==> config.mk <==
export PLATFORM = sky130hd
export DESIGN_NAME = xb_frame_sched
export DESIGN_NICKNAME = d
export VERILOG_FILES = /design/src/rtl/xb_frame_sched.sv
export SDC_FILE = /design/constraint.sdc
export NUM_CORES = 1
export LEC_CHECK = 0
export CORE_MARGIN = 2
export CORE_UTILIZATION = 54
export CTS_CLUSTER_SIZE = 16
export DETAILED_ROUTE_END_ITERATION = 10
export GPL_ROUTABILITY_DRIVEN = 0
export PLACE_DENSITY = 0.9
export REMOVE_ABC_BUFFERS = 1
export SYNTH_ARGS = -nofsm -noshare
export SYNTH_HDL_FRONTEND = slang
export SYNTH_SLANG_ARGS = --single-unit
==> constraint.sdc <==
create_clock -name bus_clk -period 3.2 [get_ports bus_clk]
set_input_delay 0.48 -clock bus_clk [delete_from_list [all_inputs] [get_ports bus_clk]]
set_output_delay 0.48 -clock bus_clk [all_outputs]
set_load 0.1 [all_outputs]
==> src/rtl/xb_frame_sched.sv <==
`default_nettype none
// ============================================================================
// Module  : xb_frame_sched
// Brief   : Opcode-driven frame burst scheduler between Xillybus 32-bit FIFOs.
// Revision: 1.0  initial release
// ============================================================================
module xb_frame_sched #(
    parameter int CNT_W = 28,
    parameter int GAP_W = 16
) (
    input  logic             bus_clk,
    input  logic             reset,
    input  logic             cmd_empty,
    input  logic [31:0]      cmd_data,
    output logic             cmd_ack,
    input  logic             out_full,
    output logic             out_wren,
    output logic [31:0]      out_data,
    output logic             busy,
    output logic             eof,
    output logic [CNT_W-1:0] frames_left
);

    typedef enum logic [1:0] {
        S_IDLE = 2'd0,
        S_RUN  = 2'd1,
        S_GAP  = 2'd2
    } state_t;

    localparam logic [3:0] c_OP_EOF     = 4'd0;
    localparam logic [3:0] c_OP_START   = 4'd1;
    localparam logic [3:0] c_OP_STOP    = 4'd2;
    localparam logic [3:0] c_OP_SET_GAP = 4'd3;
    localparam logic [3:0] c_OP_STATUS  = 4'd4;

    state_t           r_state;
    logic [CNT_W-1:0] r_seq;
    logic [CNT_W-1:0] r_frames_left;
    logic [GAP_W-1:0] r_gap;
    logic [GAP_W-1:0] r_gap_cnt;
    logic             r_resp_pend;
    logic [31:0]      r_resp;
    logic             r_cmd_ack;
    logic             r_eof;

    logic             w_accept;
    logic [3:0]       w_opcode;
    logic             w_resp_wr;
    logic             w_frame_wr;
    logic [27:0]      w_seq_ext;
    logic [31:0]      w_status;

    assign w_opcode  = cmd_data[31:28];
    // Ack low gates back-to-back reads of the same FWFT head word.
    assign w_accept  = !cmd_empty && !r_cmd_ack && !r_resp_pend;
    // Writes are qualified by reset so an aborted burst emits nothing further.
    assign w_resp_wr  = r_resp_pend && !out_full && !reset;
    assign w_frame_wr = (r_state == S_RUN) && !r_resp_pend && !out_full && !reset;
    assign w_seq_ext  = 28'(r_seq);
    assign w_status   = {4'hC, busy, r_eof, 10'b0, r_frames_left[15:0]};

    assign out_wren    = w_resp_wr || w_frame_wr;
    assign out_data    = w_resp_wr  ? r_resp :
                         w_frame_wr ? {4'h1, w_seq_ext} : 32'h0;
    assign cmd_ack     = r_cmd_ack;
    assign busy        = (r_state != S_IDLE);
    assign eof         = r_eof;
    assign frames_left = r_frames_left;

    always_ff @(posedge bus_clk) begin
        if (reset) begin
            r_state       <= S_IDLE;
            r_seq         <= '0;
            r_frames_left <= '0;
            r_gap         <= '0;
            r_gap_cnt     <= '0;
            r_resp_pend   <= 1'b0;
            r_resp        <= '0;
            r_cmd_ack     <= 1'b0;
            r_eof         <= 1'b0;
        end else begin
            r_cmd_ack <= w_accept;
            if (w_resp_wr) begin
                r_resp_pend <= 1'b0;
            end

            case (r_state)
                S_RUN: begin
                    if (w_frame_wr) begin
                        r_seq         <= r_seq + CNT_W'(1);
                        r_frames_left <= r_frames_left - CNT_W'(1);
                        if (r_frames_left == CNT_W'(1)) begin
                            r_state <= S_IDLE;
                        end else if (r_gap != '0) begin
                            r_gap_cnt <= r_gap;
                            r_state   <= S_GAP;
                        end
                    end
                end
                S_GAP: begin
                    if (r_gap_cnt == GAP_W'(1)) begin
                        r_state <= S_RUN;
                    end else begin
                        r_gap_cnt <= r_gap_cnt - GAP_W'(1);
                    end
                end
                default: ;
            endcase

            // Decoded commands come last so they override same-cycle frame updates.
            if (w_accept) begin
                case (w_opcode)
                    c_OP_EOF: begin
                        r_eof         <= 1'b1;
                        r_frames_left <= '0;
                        r_state       <= S_IDLE;
                    end
                    c_OP_START: begin
                        if (cmd_data[CNT_W-1:0] == '0) begin
                            r_frames_left <= '0;
                            r_state       <= S_IDLE;
                        end else begin
                            r_frames_left <= cmd_data[CNT_W-1:0];
                            r_seq         <= '0;
                            r_eof         <= 1'b0;
                            r_state       <= S_RUN;
                        end
                    end
                    c_OP_STOP: begin
                        r_frames_left <= '0;
                        r_state       <= S_IDLE;
                    end
                    c_OP_SET_GAP: begin
                        r_gap <= cmd_data[GAP_W-1:0];
                    end
                    c_OP_STATUS: begin
                        r_resp_pend <= 1'b1;
                        r_resp      <= w_status;
                    end
                    default: begin
                        r_resp_pend <= 1'b1;
                        r_resp      <= {4'hE, cmd_data[27:0]};
                    end
                endcase
            end
        end
    end

endmodule
`default_nettype wire

Word-level counts from Yosys, hierarchy flattened
Cells that the tools add are included.
- bits in registers: 125
- bits of input ports: 36
- output and inout port bits: 64
- add/sub/neg operators: 3
- eq/ne operators: 13
- muxes and demuxes: 31
- bitwise operators: 1
- reduce and logical (&&, ||, !) cells: 25
- operator list (operator ; number):
    28-bit two-way mux ; 9
    16-bit two-way mux ; 4
    32-bit case mux with 2 select lines ; 1
    28-bit case mux with 2 select lines ; 1
    32-bit two-way mux ; 1
    16-bit case mux with 2 select lines ; 1
    29-bit two-way mux ; 1
    28-bit by 1-bit adder with 28-bit output (second input constant) ; 1
    28-bit by 1-bit == test with 1-bit output (second input constant) ; 1
    28-bit logical NOT ; 1
    28-bit by 1-bit subtractor with 28-bit output (second input constant) ; 1
    16-bit by 1-bit == test with 1-bit output (second input constant) ; 1
    16-bit nonzero test ; 1
    16-bit by 1-bit subtractor with 16-bit output (second input constant) ; 1
    2-bit two-way mux ; 5
    4-bit by 2-bit == test with 1-bit output (second input constant) ; 2
    2-bit != test (second input constant) ; 4
    2-bit case mux with 2 select lines ; 2
    1-bit logical AND ; 7
    2-bit nonzero test ; 3
    1-bit logical NOT ; 5
    1-bit two-way mux ; 5
    5-bit AND reduction ; 1
    4-bit by 1-bit == test with 1-bit output (second input constant) ; 1
    12 further kinds ; 13

Logic depth before layout (Yosys ltp)
Gate-level depths: netlist of run 1.
- depth in word-level cells: 9
- depth in mapped cells: 10
- depth with buffers taken out: 8

Least setup slack after synthesis of run 1
OpenSTA, ideal clock, no wires.
- path type: register -> output
- start: reg r_state[1]
- end: out out_data[16]
- data arrival time: 3.344 ns
- required time: 2.720 ns
- path slack: -0.624 ns
- cell stages (with the launch flop): 6
- buffers on the path: 1
- cells stage by stage: dfxtp_1 inv_1 ha_1 or4b_1 buf_2 o21ai_0
- cells in the longest elaborated chain, start to end: 6
- RTL lines (element ; RTL line ; RTL):
    start: declaration ; 36 ; state_t r_state;
    start signal: assignment ; 72 ; r_state <= S_IDLE;
    start signal: assignment ; 93 ; r_state <= S_IDLE;
    start signal: assignment ; 96 ; r_state <= S_GAP;
    2-bit by 1-bit == test with 1-bit output ; 58 ; assign w_frame_wr = (r_state == S_RUN) && !r_resp_pend && !out_full && !reset;
    1-bit logical AND (3 in series) ; 58 ;
    29-bit two-way mux ; 64 ; w_frame_wr ? {4'h1, w_seq_ext} : 32'h0;
    32-bit two-way mux ; 63 ; assign out_data = w_resp_wr ? r_resp :
    end: declaration ; 18 ; output logic [31:0] out_data,
No other way between the ends.

Final worst setup path of run 1
- start: reg r_state[1]
- end: out out_data[23]
The elaborated chain is that of the path after synthesis.

==> flow_summary.toml, run 1 <==
[job]
drv_cap = 0

[detailed_routing]
ant_nets = 0
num_vias = 6761
route.detailed.drc = 0
totalWireLength_um = 20500
drt_iter0_drc = 1102
wl_per_cell_um = 19.8
drt_pass1_iterations = 8
vias_per_cell = 6.52

[critical_path]
critPathMaxStageDelay_ns = 0.53
r2r_slack_ns = 0.37
cp_max_fo = 22
reg2reg_to = "r_gap_cnt[7]"
end_kind = "output pin"
path_class = "reg2out"
crit_buf_inv = 4
critPathLaunchType = "flop"
cp_slowest_cell = "or4b_1"
worstReg2RegStart = "frames_left[15]"
path_delay_family = "buffers and inverters"
r2r_cells = 6
required_ns = 2.72
crit_chain = "inv_1 -> ha_1 -> or4b_1 -> inv_4 -> buf_4 -> a22o_1 -> buf_12"
critical_path_arrival_ns = 2.42

[yosys]
synth_flop_cell = "dfxtp_1"
ys_seq_area_share_pct = 38.7
async_reset_ff_share_pct = 0
synth_cells = 785
synth-seq-cells = 123
synth_edf_count = 0
syn_area_sq_mm = 0.00636
synth_cell_type_count = 67
yosysWarnings = 0
yosysTopAreaCellShare_pct = 38.7
synth_area_leaders = "dfxtp_1, a21oi_1, nor2_1"
synth_top_area_cell = "dfxtp_1"
avgSynthCellArea_sq_um = 8.10

[global_routing]
grtUsageMet2_pct = 52.8
globalRouteMet1Util_pct = 40.2
grt_use_met3_pct = 10.0
grtUsageTotal_pct = 32.7
grt_pass1_wl_um = 32800
grt_pass1_vias = 6389
busiest_layer = "met2"
overflow = 0
antenna_found_initial = 0
grt_max_degree = 82

[floorplan]
rows = 39
coreArea_sq_mm = 0.0115
die-area_sq_mm = 0.0127
chipHeight_um = 113
io_pins = 100
start_util_pct = 55.5
die_w_um = 113

[worst_hold_path]
hp-start = "cmd_ack"
hold_depth = 1
hold_path_class = "reg2reg"
whs_endpoint = "cmd_ack"

[clock_tree]
cts_sinks = 123
clk_pin_slew_ns = 0.05
hold_buffers = 0
clockRootBuffer = "clkbuf_16"
cts_resized = 0
cts_made_buffers = 17
cts_setup_buffers = 0
tritoncts = "built"
worstSkewPairLatency_ns = 0.43
clockBufferDepth = 2
htreeDepth = 4

[timing]
finalSetupViolations = 0
clock_skew_ns = 0.00753
hold_viol = 0
fin_crit_sh_pct = 90.5
fmax_mhz = 345
relSlewSlack_pct = 27.4
drv_slew = 0
whs_ns = 0.446
rsz0062_at_grt = "false"
fin_tns_setup_ns = 0
tightest_slew_ns = 1.09
min_period_ns = 2.90

[status]
status = "finished clean"

[finish]
fillCellCount = 754
drive_gt1_share_pct = 16.2
utilization_pct = 73.4
syn_to_final_growth_pct = 32.3
final_nets = 926
antenna_cells = 0

[placement]
port_buffers = 99
dp_hpwl_um = 13600

[power]
peakVddDrop_mv = 0.420
leakage_nw = 3.15
fin_total_pwr_mw = 4.26
p_per_area_mw_per_mm2 = 506
## cell usage after synthesis (all sizes together), types with 4 or more instances
master,n
o31ai,6
a311oi,17
nand2,75
nor2b,4
or3,11
inv,14
nand2b,7
clkbuf,40
nor4,20
nand3,37
nand4,17
o21ai,18
nor3,32
a21oi,88
buf,9
and2,4
ha,9
mux2i,18
a22o,26
dfxtp,123
nor2,103
and3,6
o32ai,6
or4,5
xor2,21
xnor2,31
## cell type report
type                            instances  area [sq um]  share of cell area [%]
Clock buffer                           26           499                    5.93
Sequential cell                       123          2460                    29.3
Inverter                               15          58.8                   0.699
Multi-Input combinational cell        597          3630                    43.2
Tap cell                              143           179                    2.13
Clock inverter                          6           133                    1.58
Timing Repair Buffer                  127          1450                    17.2
## flip-flops by register name, indices dropped and copies added, names as in the netlist
signal	cells
frames_left	28
r_resp	30
r_gap_cnt	16
r_resp_pend	1
r_gap	16
eof	1
cmd_ack	1
r_state	2
r_seq	28
## power breakdown
part | internal, mW | total, mW | switching [mW]
clock network | 1.38 | 2.06 | 0.679
logic | 0.176 | 0.548 | 0.373
registers | 1.59 | 1.65 | 0.0601
total | 3.15 | 4.26 | 1.11
## per-layer routing
| layer | part of all wire [%] | vias up |
|---|---|---|
| met1 | 37 | 3112 |
| met2 | 47 | 508 |
| met5 | 0 | - |
| met3 | 11 | 124 |
| li1 | - | 3017 |
| met4 | 4.7 | 0 |
## stage by stage
stage | instance area (sq um) | std cells | setup slack (ns)
after global placement | 7780 | 1005 | 0.319
after detailed placement | 7780 | 1005 | 0.311
final | 8410 | 1037 | 0.303
after global routing | 8410 | 1037 | 0.192
after CTS | 8410 | 1037 | 0.311
after floorplan | 6140 | 735 | -1.05
## how the worst max path moves through the flow
stage | end | slack, ns | cells past startpoint | from
detailed placement | r_gap_cnt[13] | 0.31 | 7 | out_full
CTS | out_data[13] | 0.31 | 6 | out_full
global route | out_data[13] | 0.19 | 7 | r_state[1]
finish | out_data[23] | 0.30 | 7 | r_state[1]
global placement | r_gap_cnt[4] | 0.32 | 7 | out_full
floorplan | out_data[30] | -1.05 | 2 | out_full
## kinds of logic after synthesis
family / count (synthesis) / share of synthesized area, %
simple gates: 337 / 26.6
compound gates: 179 / 18.1
flops: 123 / 38.7
buf+inv: 65 / 4.45
xor+xnor: 52 / 7.16
mux: 20 / 3.19
fa+ha+maj: 9 / 1.77
## cells in the final DEF, fill, tap and decap left out, types with 26 or more instances in the layout
cell and instances:
a21oi_1 88, a22o_1 26, buf_12 33, buf_4 59, clkdlybuf4s50_1 34, dfxtp_1 123
nand2_1 75, nand3_1 36, nor2_1 101, nor3_1 29, xnor2_1 31
No activity file was read; power rests on OpenSTA's default activity.
==> run 2: changes to the inputs <==
--- a/config.mk
+++ b/config.mk
@@ -7,6 +7,7 @@
 export LEC_CHECK = 0
 export CORE_MARGIN = 2
 export CORE_UTILIZATION = 54
+export CTS_CLUSTER_DIAMETER = 200
 export CTS_CLUSTER_SIZE = 16
 export DETAILED_ROUTE_END_ITERATION = 10
 export GPL_ROUTABILITY_DRIVEN = 0
==> results of run 2 <==
Final layout, timing and power as in run 1 (identical DEF).
==> run 3: changes to the inputs <==
--- a/config.mk
+++ b/config.mk
@@ -6,12 +6,12 @@
 export NUM_CORES = 1
 export LEC_CHECK = 0
 export CORE_MARGIN = 2
-export CORE_UTILIZATION = 54
+export CORE_UTILIZATION = 49
 export CTS_CLUSTER_DIAMETER = 200
 export CTS_CLUSTER_SIZE = 16
 export DETAILED_ROUTE_END_ITERATION = 10
 export GPL_ROUTABILITY_DRIVEN = 0
-export PLACE_DENSITY = 0.9
+export PLACE_DENSITY = 0.87
 export REMOVE_ABC_BUFFERS = 1
 export SYNTH_ARGS = -nofsm -noshare
 export SYNTH_HDL_FRONTEND = slang
==> constraint.sdc (replaced) <==
create_clock -name bus_clk -period 2.63 [get_ports bus_clk]
set_input_delay 0.3945 -clock bus_clk [delete_from_list [all_inputs] [get_ports bus_clk]]
set_output_delay 0.3945 -clock bus_clk [all_outputs]
set_load 0.1 [all_outputs]
==> run 3 against run 2 <==
Compared with the run above:
- total power rose by 19%
- final cell count rose by 7.3%
- register-to-register slack got worse by 0.19 ns
- critical path depth did not move
- clock power grew 14%
- hold slack better by 0.020 ns
- final area is 7.6% higher
- clock skew up 0.0084 ns
- wire length increased by 11%
==> flow_summary.toml, run 3 (synthesis results as in run 1) <==
[critical_path]
required_ns = 2.24
critPathLaunchType = "flop"
cp_max_fo = 11
end_kind = "output pin"
crit_top_cell = "buf_12"
critical_path_arrival_ns = 2.20
cp.depth = 7
path_delay_family = "simple AND/OR/NAND/NOR gates"
crit_chain = "inv_2 -> ha_2 -> or4b_4 -> inv_6 -> buf_12 -> a22o_1 -> buf_12"
cp_slowest_cell = "or4b_4"
path_class = "reg2out"
crit_buf_inv = 4
r2r_cells = 6
critPathMaxStageDelay_ns = 0.53

[timing]
relSlewSlack_pct = 43.4
hold_viol = 0
tightest_slew_ns = 0.850
fin_crit_sh_pct = 98.7
finalSetupViolations = 0
fmax_mhz = 385
setup_ws_ns = 0.0334
drv_slew = 0
min_period_ns = 2.60
clock_skew_ns = 0.0159

[worst_hold_path]
hold_depth = 1
hold_path_class = "reg2reg"

[finish]
final_cell_mix = "dfxtp_1, nor2_1, buf_4, a21oi_1, nand2_1"
largest_reg_flops = 30
syn_to_final_growth_pct = 42.3
design_area_sq_mm = 0.00905
final_common_cell = "dfxtp_1"
drive_gt1_share_pct = 23.8
final_nets = 973
antenna_cells = 0
top_register = "r_resp"
fillCellCount = 833

[detailed_routing]
totalWireLength_um = 22700
drt_pass1_iterations = 7
num_vias = 7029
vias_per_cell = 6.32
drt_iter0_drc = 1146
wl_per_cell_um = 20.4
ant_nets = 0
route.detailed.drc = 0

[floorplan]
die-area_sq_mm = 0.0139
rows = 41
start_util_pct = 50.2
io_pins = 100
coreArea_sq_mm = 0.0127
chipHeight_um = 118
die_w_um = 118

[power]
p_per_area_mw_per_mm2 = 560
peakVddDrop_mv = 0.532
leakage_nw = 3.53

[placement]
dp_hpwl_um = 14300
port_buffers = 99
pre_cts_ws_ns = -0.261
placed_area_sq_mm = 0.00821

[clock_tree]
worstSkewPairLatency_ns = 0.42
clockRootBuffer = "clkbuf_16"
clockBufferDepth = 2
cts_sinks = 123
tritoncts = "built"
htreeDepth = 4
hold_buffers = 0
clk_pin_slew_ns = 0.06
cts_made_buffers = 17

[global_routing]
grtUsageTotal_pct = 30.7
overflow = 0
antenna_found_initial = 0
grt_pass1_wl_um = 34100
grt_max_degree = 82
grt_pass1_vias = 6504

[job]
drv_cap = 0

[status]
status = "finished clean"
-- run 3: power breakdown --
group | leakage, nW | total (mW) | switching, mW | internal (mW)
sequential | 0.999 | 2.01 | 0.0807 | 1.93
combinational | 2.25 | 0.724 | 0.471 | 0.254
clock | 0.286 | 2.34 | 0.868 | 1.47
-- run 3: timing repair --
item / 4_1_cts / 5_1_grt
gates resized for setup: 6 / 28
endpoints found under the setup margin: 30 / 30
gates cloned: 0 / 1
setup buffers: 0 / 0
pin swaps: 0 / 1
-- run 3: area by class of cell --
type	instances	area, sq um	area share (%)
Multi-Input combinational cell	597	3850	42.5
Sequential cell	123	2460	27.2
Timing Repair Buffer	174	1870	20.7
Clock buffer	22	474	5.24
Tap cell	172	215	2.38
Clock inverter	10	116	1.29
Inverter	15	61.3	0.677
-- run 3: per-stage QoR --
| stage | TNS [ns] | cells | total power, mW | utilization, % | hold WS (ns) |
|---|---|---|---|---|---|
| 3_5_place_dp | -13.23 | 1080 | 2.72 | 64.8 | 0.449 |
| 2_1_floorplan | -45.93 | 735 | 2.42 | - | 0.426 |
| 4_1_cts | 0 | 1112 | 5.02 | 69.7 | 0.459 |
| 3_3_place_gp | -11.84 | 1080 | 2.70 | 64.8 | 0.439 |
| 6_report | 0 | 1113 | 5.07 | 71.4 | 0.466 |
| 5_1_grt | -0.0528 | 1113 | 5.18 | 71.4 | 0.494 |
-- run 3: per-layer routing --
metal  global-route usage, %  vias to the layer above  part of all wire, %
met5                       0                        -                    0
met4                    11.7                        0                  4.4
met3                    7.46                      100                  9.2
met2                    51.3                      465                   48
met1                    38.1                     3347                   39
li1                        -                     3117                    -
-- run 3: final timing paths --
kind	slack, ns	startpoint	end
setup / recovery	0.03	r_state[1]	out_data[25]
hold reg to reg	0.47	cmd_ack	cmd_ack
setup reg to reg	0.18	frames_left[2]	frames_left[27]
hold / removal	0.47	cmd_ack	cmd_ack
